--- config.mk ---
export PLATFORM = sky130hd
export DESIGN_NAME = dsi_lane_deskew_packer
export DESIGN_NICKNAME = d
export VERILOG_FILES = /design/src/rtl/dsi_deskew_pkg.sv /design/src/rtl/lane_skew_fifo.sv /design/src/rtl/dsi_lane_deskew_packer.sv
export SDC_FILE = /design/constraint.sdc
export NUM_CORES = 1
export LEC_CHECK = 0
export BUFFER_PORTS_ARGS = -buffer_cell sky130_fd_sc_hd__buf_2
export CAP_MARGIN = 10
export CORE_MARGIN = 3
export CORE_UTILIZATION = 40
export CTS_CLUSTER_DIAMETER = 120
export DETAILED_ROUTE_END_ITERATION = 8
export GPL_ROUTABILITY_DRIVEN = 0
export GPL_TIMING_DRIVEN = 0
export PLACE_DENSITY_LB_ADDON = 0.1
export SYNTH_ARGS = -nofsm -noshare
export SYNTH_HDL_FRONTEND = slang
export SYNTH_SLANG_ARGS = --single-unit
--- constraint.sdc ---
create_clock -name byte_clk -period 11.4 [get_ports byte_clk]
set_input_delay 2.28 -clock byte_clk [delete_from_list [all_inputs] [get_ports byte_clk]]
set_output_delay 2.28 -clock byte_clk [all_outputs]
set_load 0.01 [all_outputs]
--- src/rtl/dsi_deskew_pkg.sv ---
// Shared types and constants for the D-PHY lane deskew / word packer.
package dsi_deskew_pkg;

  localparam int NUM_LANES      = 4;
  localparam int LANE_W         = 8;
  localparam int WORD_W         = NUM_LANES * LANE_W;
  localparam int DEF_MAX_SKEW   = 3;
  localparam int DEF_FIFO_DEPTH = 4;

  // word_count stops here instead of wrapping on very long bursts
  localparam logic [15:0] WC_SAT = 16'hFFFF;

  typedef enum logic [1:0] {
    IDLE     = 2'd0,
    WAIT_ALL = 2'd1,
    STREAM   = 2'd2,
    FAIL     = 2'd3
  } state_t;

endpackage

--- src/rtl/lane_skew_fifo.sv ---
// Per-lane skew buffer: small synchronous FIFO with flush and an occupancy count.
// Read data is combinational from the head entry so the packer can register it on pop.
module lane_skew_fifo #(
  parameter  int W     = 8,
  parameter  int DEPTH = 4,
  localparam int AW    = (DEPTH > 1) ? $clog2(DEPTH) : 1,
  localparam int CW    = $clog2(DEPTH + 1)
) (
  input  logic          byte_clk,
  input  logic          sys_rst_n,
  input  logic          flush,
  input  logic          push,
  input  logic          pop,
  input  logic [W-1:0]  wr_data,
  output logic [W-1:0]  rd_data,
  output logic          full,
  output logic          empty,
  output logic [CW-1:0] count
);

  logic [W-1:0]  mem [DEPTH];
  logic [AW-1:0] wr_ptr, rd_ptr;
  logic          wr_en, rd_en;

  function automatic logic [AW-1:0] next_ptr(input logic [AW-1:0] p);
    return (p == AW'(DEPTH - 1)) ? '0 : p + 1'b1;
  endfunction

  // A full FIFO still accepts a write when the head leaves on the same edge
  assign wr_en   = push && (!full || pop);
  assign rd_en   = pop && !empty;
  assign full    = (count == CW'(DEPTH));
  assign empty   = (count == '0);
  assign rd_data = mem[rd_ptr];

  // Pointer and occupancy tracking; flush drops everything in one edge
  always_ff @(posedge byte_clk or negedge sys_rst_n) begin
    if (!sys_rst_n) begin
      wr_ptr <= '0;
      rd_ptr <= '0;
      count  <= '0;
    end else if (flush) begin
      wr_ptr <= '0;
      rd_ptr <= '0;
      count  <= '0;
    end else begin
      if (wr_en) wr_ptr <= next_ptr(wr_ptr);
      if (rd_en) rd_ptr <= next_ptr(rd_ptr);
      count <= count + CW'(wr_en) - CW'(rd_en);
    end
  end

  // Storage array; contents are don't-care while empty so it carries no reset
  always_ff @(posedge byte_clk) begin
    if (wr_en && !flush) mem[wr_ptr] <= wr_data;
  end

endmodule

--- src/rtl/dsi_lane_deskew_packer.sv ---
// Deskews four HS lane byte streams and packs them into one 32-bit word per byte_clk.
// data_out_valid is a pure qualifier with no backpressure: the consumer takes every
// cycle it is high, and each contiguous valid run is one burst.
module dsi_lane_deskew_packer
  import dsi_deskew_pkg::*;
#(
  parameter int MAX_SKEW   = DEF_MAX_SKEW,
  parameter int FIFO_DEPTH = DEF_FIFO_DEPTH
) (
  input  logic        byte_clk,
  input  logic        sys_rst_n,
  input  logic        enable_i,
  input  logic [3:0]  lane_valid_i,
  input  logic [31:0] lane_data_i,
  output logic        data_out_valid,
  output logic [31:0] data_out,
  output logic        align_fail,
  output logic [15:0] word_count,
  output logic [1:0]  state_dbg
);

  localparam int CW = $clog2(FIFO_DEPTH + 1);
  localparam int SW = $clog2(MAX_SKEW + 2);

  state_t               state_q, state_d;
  logic [NUM_LANES-1:0] started_q, started_d, ended_q, ended_d;
  logic [SW-1:0]        skew_cnt_q, skew_cnt_d, end_cnt_q, end_cnt_d;
  logic                 quiet_q;
  logic [NUM_LANES-1:0] push, full, empty, empty_nx;
  logic                 pop, flush, start, overflow, mismatch;
  logic [CW-1:0]        count   [NUM_LANES];
  logic [LANE_W-1:0]    rd_data [NUM_LANES];
  logic [WORD_W-1:0]    pop_word, dout_d;
  logic                 dvalid_d, fail_d;
  logic [15:0]          wc_d;

  assign state_dbg = state_q;

  // A burst only starts from a cycle where every lane was low, so a burst that
  // was already running when enable rose is ignored until the lanes go quiet
  assign start = enable_i && (state_q == IDLE) && quiet_q && (|lane_valid_i);

  // Lane pushes, common pop and flush control
  always_comb begin
    push  = '0;
    flush = 1'b0;
    if (!enable_i || state_q == FAIL) flush = 1'b1;
    else if (start || state_q == WAIT_ALL || state_q == STREAM) push = lane_valid_i;
    pop = enable_i && (state_q == WAIT_ALL || state_q == STREAM) && (&(~empty));
  end

  // Post-edge emptiness per lane (end checks look at the state after this pop) and the head word
  always_comb begin
    pop_word = '0;
    empty_nx = '0;
    for (int i = 0; i < NUM_LANES; i++) begin
      empty_nx[i] = ((count[i] + CW'(push[i] && (!full[i] || pop)) - CW'(pop)) == '0);
      pop_word[i*LANE_W +: LANE_W] = rd_data[i];
    end
  end

  // Burst FSM, skew/end counters and next output register values
  always_comb begin
    state_d    = state_q;
    started_d  = started_q;
    ended_d    = ended_q;
    skew_cnt_d = skew_cnt_q;
    end_cnt_d  = end_cnt_q;
    dvalid_d   = 1'b0;
    dout_d     = data_out;
    fail_d     = align_fail;
    wc_d       = word_count;
    overflow   = !pop && (|(push & full));
    mismatch   = 1'b0;
    if (!enable_i) begin
      state_d    = IDLE;
      started_d  = '0;
      ended_d    = '0;
      skew_cnt_d = '0;
      end_cnt_d  = '0;
      dout_d     = '0;
    end else begin
      case (state_q)
        IDLE: begin
          if (start) begin
            state_d    = WAIT_ALL;
            started_d  = lane_valid_i;
            ended_d    = '0;
            skew_cnt_d = '0;
            end_cnt_d  = '0;
            fail_d     = 1'b0;
            wc_d       = '0;
          end
        end
        WAIT_ALL: begin
          started_d = started_q | lane_valid_i;
          if (overflow) begin
            state_d = FAIL;
            fail_d  = 1'b1;
          end else if (&started_q) begin
            state_d = STREAM;
          end else if (skew_cnt_q == SW'(MAX_SKEW)) begin
            state_d = FAIL;
            fail_d  = 1'b1;
          end else begin
            skew_cnt_d = skew_cnt_q + 1'b1;
          end
        end
        STREAM: begin
          ended_d = ended_q | ~lane_valid_i;
          if (|ended_q) end_cnt_d = (end_cnt_q == '1) ? end_cnt_q : end_cnt_q + 1'b1;
          else          end_cnt_d = '0;
          // A lane that has finished and drained while another still holds data was short
          mismatch = (|(ended_d & empty_nx)) && !(&empty_nx);
          if (overflow || mismatch || ((end_cnt_d > SW'(MAX_SKEW)) && (|lane_valid_i))) begin
            state_d = FAIL;
            fail_d  = 1'b1;
          end else if ((&ended_d) && (&empty_nx)) begin
            state_d = IDLE;
          end
        end
        FAIL: begin
          fail_d = 1'b1;
          dout_d = '0;
          if (!(|lane_valid_i)) state_d = IDLE;
        end
        default: state_d = IDLE;
      endcase
    end
    if (pop) begin
      dvalid_d = 1'b1;
      dout_d   = pop_word;
      if (word_count != WC_SAT) wc_d = word_count + 1'b1;
    end
  end

  // Registered state, counters and outputs
  always_ff @(posedge byte_clk or negedge sys_rst_n) begin
    if (!sys_rst_n) begin
      state_q        <= IDLE;
      started_q      <= '0;
      ended_q        <= '0;
      skew_cnt_q     <= '0;
      end_cnt_q      <= '0;
      quiet_q        <= 1'b0;
      data_out_valid <= 1'b0;
      data_out       <= '0;
      align_fail     <= 1'b0;
      word_count     <= '0;
    end else begin
      state_q        <= state_d;
      started_q      <= started_d;
      ended_q        <= ended_d;
      skew_cnt_q     <= skew_cnt_d;
      end_cnt_q      <= end_cnt_d;
      quiet_q        <= ~(|lane_valid_i);
      data_out_valid <= dvalid_d;
      data_out       <= dout_d;
      align_fail     <= fail_d;
      word_count     <= wc_d;
    end
  end

  for (genvar i = 0; i < NUM_LANES; i++) begin : g_lane
    lane_skew_fifo #(
      .W     (LANE_W),
      .DEPTH (FIFO_DEPTH)
    ) u_fifo (
      .byte_clk  (byte_clk),
      .sys_rst_n (sys_rst_n),
      .flush     (flush),
      .push      (push[i]),
      .pop       (pop),
      .wr_data   (lane_data_i[i*LANE_W +: LANE_W]),
      .rd_data   (rd_data[i]),
      .full      (full[i]),
      .empty     (empty[i]),
      .count     (count[i])
    );
  end

endmodule

==> impl_metrics.json <==
{
  "r2r_setup_slack_ps": 6990,
  "synth_compound_area_share_pct": 5.12,
  "cts_tree": "done",
  "finalPower_w": 0.00187,
  "drt_first_pass_iters": 4,
  "synth.area.mux_share_pct": 8.02,
  "clockBufferDepth": 3,
  "rows": 57,
  "setup_tns_ps": 0,
  "reg2reg_from": "state_dbg[0]",
  "htree_levels": 1,
  "syn_inst": 758,
  "wl_per_cell_um": 17.7,
  "synth-edff-count": 128,
  "dieHeight_um": 164,
  "drv_cap": 0,
  "arrival_ps": 5870,
  "synth-adder-area-share_pct": 6.01,
  "die_w_um": 164,
  "yosysSeqAreaShare_pct": 62.3,
  "worstRegToRegCells": 15,
  "tightestPinTransition_ps": 867,
  "min_to": "data_out[18]",
  "gr-total-overflow": 0,
  "clock-sinks": 223,
  "max_freq_mhz": 184,
  "portBuffers": 90,
  "area_growth_pct": 17.1,
  "cpPeakStageDelay_ps": 580,
  "vdd_ir_drop_max_mv": 0.0842,
  "clock_skew_ps": 19.3,
  "grt_pass1_wl_um": 34500,
  "core_area_um2": 24500,
  "cts_setup_buffers": 0,
  "post_cts_resized": 0,
  "cp_data_required_time_ps": 11840,
  "end_kind": "flop",
  "viasPerCell": 5.17,
  "totalWireLength_um": 21600,
  "synth_top_family_by_area": "simple AND/OR/NAND/NOR gates",
  "num-nets-final": 963,
  "crit_chain": "buf_2 -> or4_1 -> inv_1 -> o22ai_1 -> nand2_1 -> a31oi_2 -> ha_1 -> inv_1 -> ha_1 -> or2b_2 -> nor4_2 -> a31oi_1 -> or4_1 -> nand4_1",
  "grtUsageTotal_pct": 16.3,
  "ys.warnings.count": 0,
  "synth.top_cell.area_share_pct": 38.5,
  "synth-xor-area-share_pct": 1.93,
  "grt_antenna_before_repair": 1,
  "hp-class": "flop to flop",
  "ios": 91,
  "worstHoldStart": "data_out[18]",
  "root_buffer": "clkbuf_16",
  "reg2reg_to": "state_dbg[0]",
  "status": "completed",
  "vias": 6297,
  "dieArea_um2": 26900,
  "drc": 0,
  "synth_top_area_cell": "edfxtp_1",
  "clkLatencyLatePin_ps": 520,
  "holdPathStages": 2,
  "ys_types": 56,
  "dpl.hpwl_um": 15000,
  "drv_slew": 0,
  "p_leak_nw": 4.91,
  "drtIter0Drc": 331,
  "synth_area_leaders": "edfxtp_1 (38%), dfrtp_1 (24%), mux4_2 (7.2%)",
  "utilization_pct": 47.8,
  "start_util_pct": 40.8,
  "setup_viol": 0,
  "yosys.area_share.simple_pct": 14.1,
  "syn_nets": 845,
  "path_class": "input port to flop",
  "rsz0062_at_grt": "false",
  "drive_gt1_share_pct": 20.0,
  "period_needed_ps": 5430,
  "async_flop_share_pct": 42.6,
  "hold_viol": 0,
  "synth_top_flop_cell": "edfxtp_1",
  "postCtsHoldBufs": 0,
  "clk_pin_slew_ps": 60,
  "cts_made_buffers": 25,
  "start_kind": "input port",
  "syn_area_um2": 9990,
  "period_share_pct": 47.6,
  "syn_area_per_cell_um2": 13.2,
  "drtAntennaViolNets": 0,
  "antenna_cells": 0,
  "slew_headroom_pct": 42.2,
  "slowest_stage": "or4_1",
  "power.density_nw_per_um2": 160,
  "crit_fanout": 9,
  "grt_max_degree": 50,
  "ys_seq_elements": 223,
  "first_global_vias": 6551
}
==> layout make-up <==
cell class / count / area, um2
Multi-Input combinational cell: 470 / 3520
Clock inverter: 12 / 164
Timing Repair Buffer: 91 / 480
Buffer: 35 / 139
Fill cell: 2190 / 12800
Sequential cell: 223 / 6220
Inverter: 30 / 114
Tap cell: 324 / 405
Clock buffer: 34 / 659
==> layer usage <==
metal	vias to the layer above	global-route usage [%]	part of all wire, %
li1	2998	-	-
met1	3134	21.8	45
met2	129	27.8	49
met3	34	2.65	4.6
met4	2	4.46	1.9
met5	-	0	0.060
==> flip-flops by register name (all words and copies together) (netlist names), 4 cells and up <==
register and cells:
g_lane.u_fifo.mem 128, data_out 32, word_count 16, g_lane.u_fifo.count 12
g_lane.u_fifo.rd_ptr 8, g_lane.u_fifo.wr_ptr 8, ended_q 4, started_q 4
==> cells by family (layout without fill, tap and decap cells) <==
| kind of cell | count (synthesis) | count (layout) |
|---|---|---|
| mux | 40 | 40 |
| simple gates | 295 | 295 |
| fa+ha+maj | 48 | 48 |
| compound gates | 72 | 72 |
| buf+inv | 65 | 202 |
| xor+xnor | 15 | 15 |
| flops | 223 | 223 |
==> worst max-delay path by stage <==
stage                         start           end  slack (ps)  depth (start not counted)
CTS                 lane_valid_i[0]  state_dbg[0]        6010                         14
finish              lane_valid_i[0]  state_dbg[0]        5970                         14
detailed placement  lane_valid_i[0]  state_dbg[0]        5470                         14
global route               enable_i  state_dbg[0]        5710                         14
global placement           enable_i  state_dbg[0]        5480                         14
floorplan                  enable_i  state_dbg[0]        6050                         13
==> metrics by stage <==
stage | instances | instance area [um2] | hold slack, ps | setup WS, ps
floorplan | 758 | 9990 | 453 | 6050
global placement | 1172 | 10800 | 476 | 5480
detailed placement | 1173 | 10900 | 481 | 5470
CTS | 1219 | 11700 | 495 | 6010
global route | 1219 | 11700 | 524 | 5710
finish | 1219 | 11700 | 491 | 5970
==> synthesized netlist by cell type (5+ instances only) <==
master    count
nand2b_1     10
nor2_1       62
mux4_2       32
nand2_1      99
edfxtp_1    128
inv_1        29
buf_2         5
clkbuf_1     14
and2_1       20
nor3_1       21
nand3_1      47
dfrtp_1      95
buf_1        15
ha_1         48
o21ai_0      20
nand4_1       5
xnor2_1       6
a21oi_1      10
a31oi_1       9
nor2b_1       6
o31ai_1       8
mux2i_1       8
xor2_1        5
==> power by group <==
group / switching (W) / total [W] / internal [W]
sequential: 0.0000170 / 0.000899 / 0.000882
combinational: 0.000104 / 0.000170 / 0.0000654
clock: 0.000310 / 0.000806 / 0.000495
total: 0.000431 / 0.00187 / 0.00144
==> cells in the final DEF (no fill, tap or decap), types with 8 or more instances in the layout <==
cell type	n
o21ai_0	20
a31oi_1	9
buf_1	15
buf_2	94
mux2i_1	8
clkbuf_1	23
nand3_1	47
mux4_2	32
nand2_1	99
o31ai_1	8
dfrtp_1	95
a21oi_1	10
inv_1	29
ha_1	48
nand2b_1	10
nor3_1	21
and2_1	20
nor2_1	62
edfxtp_1	128
clkbuf_16	25
==> worst max-delay path: cells and delay by family <==
| kind | cells | cell delay, ps |
|---|---|---|
| and+or+nand+nor | 6 | 2100 |
| adders and majority gates | 2 | 590 |
| AOI/OAI and AO/OA | 3 | 530 |
| buffers and inverters | 3 | 350 |
(Power assumes the default switching activity.)
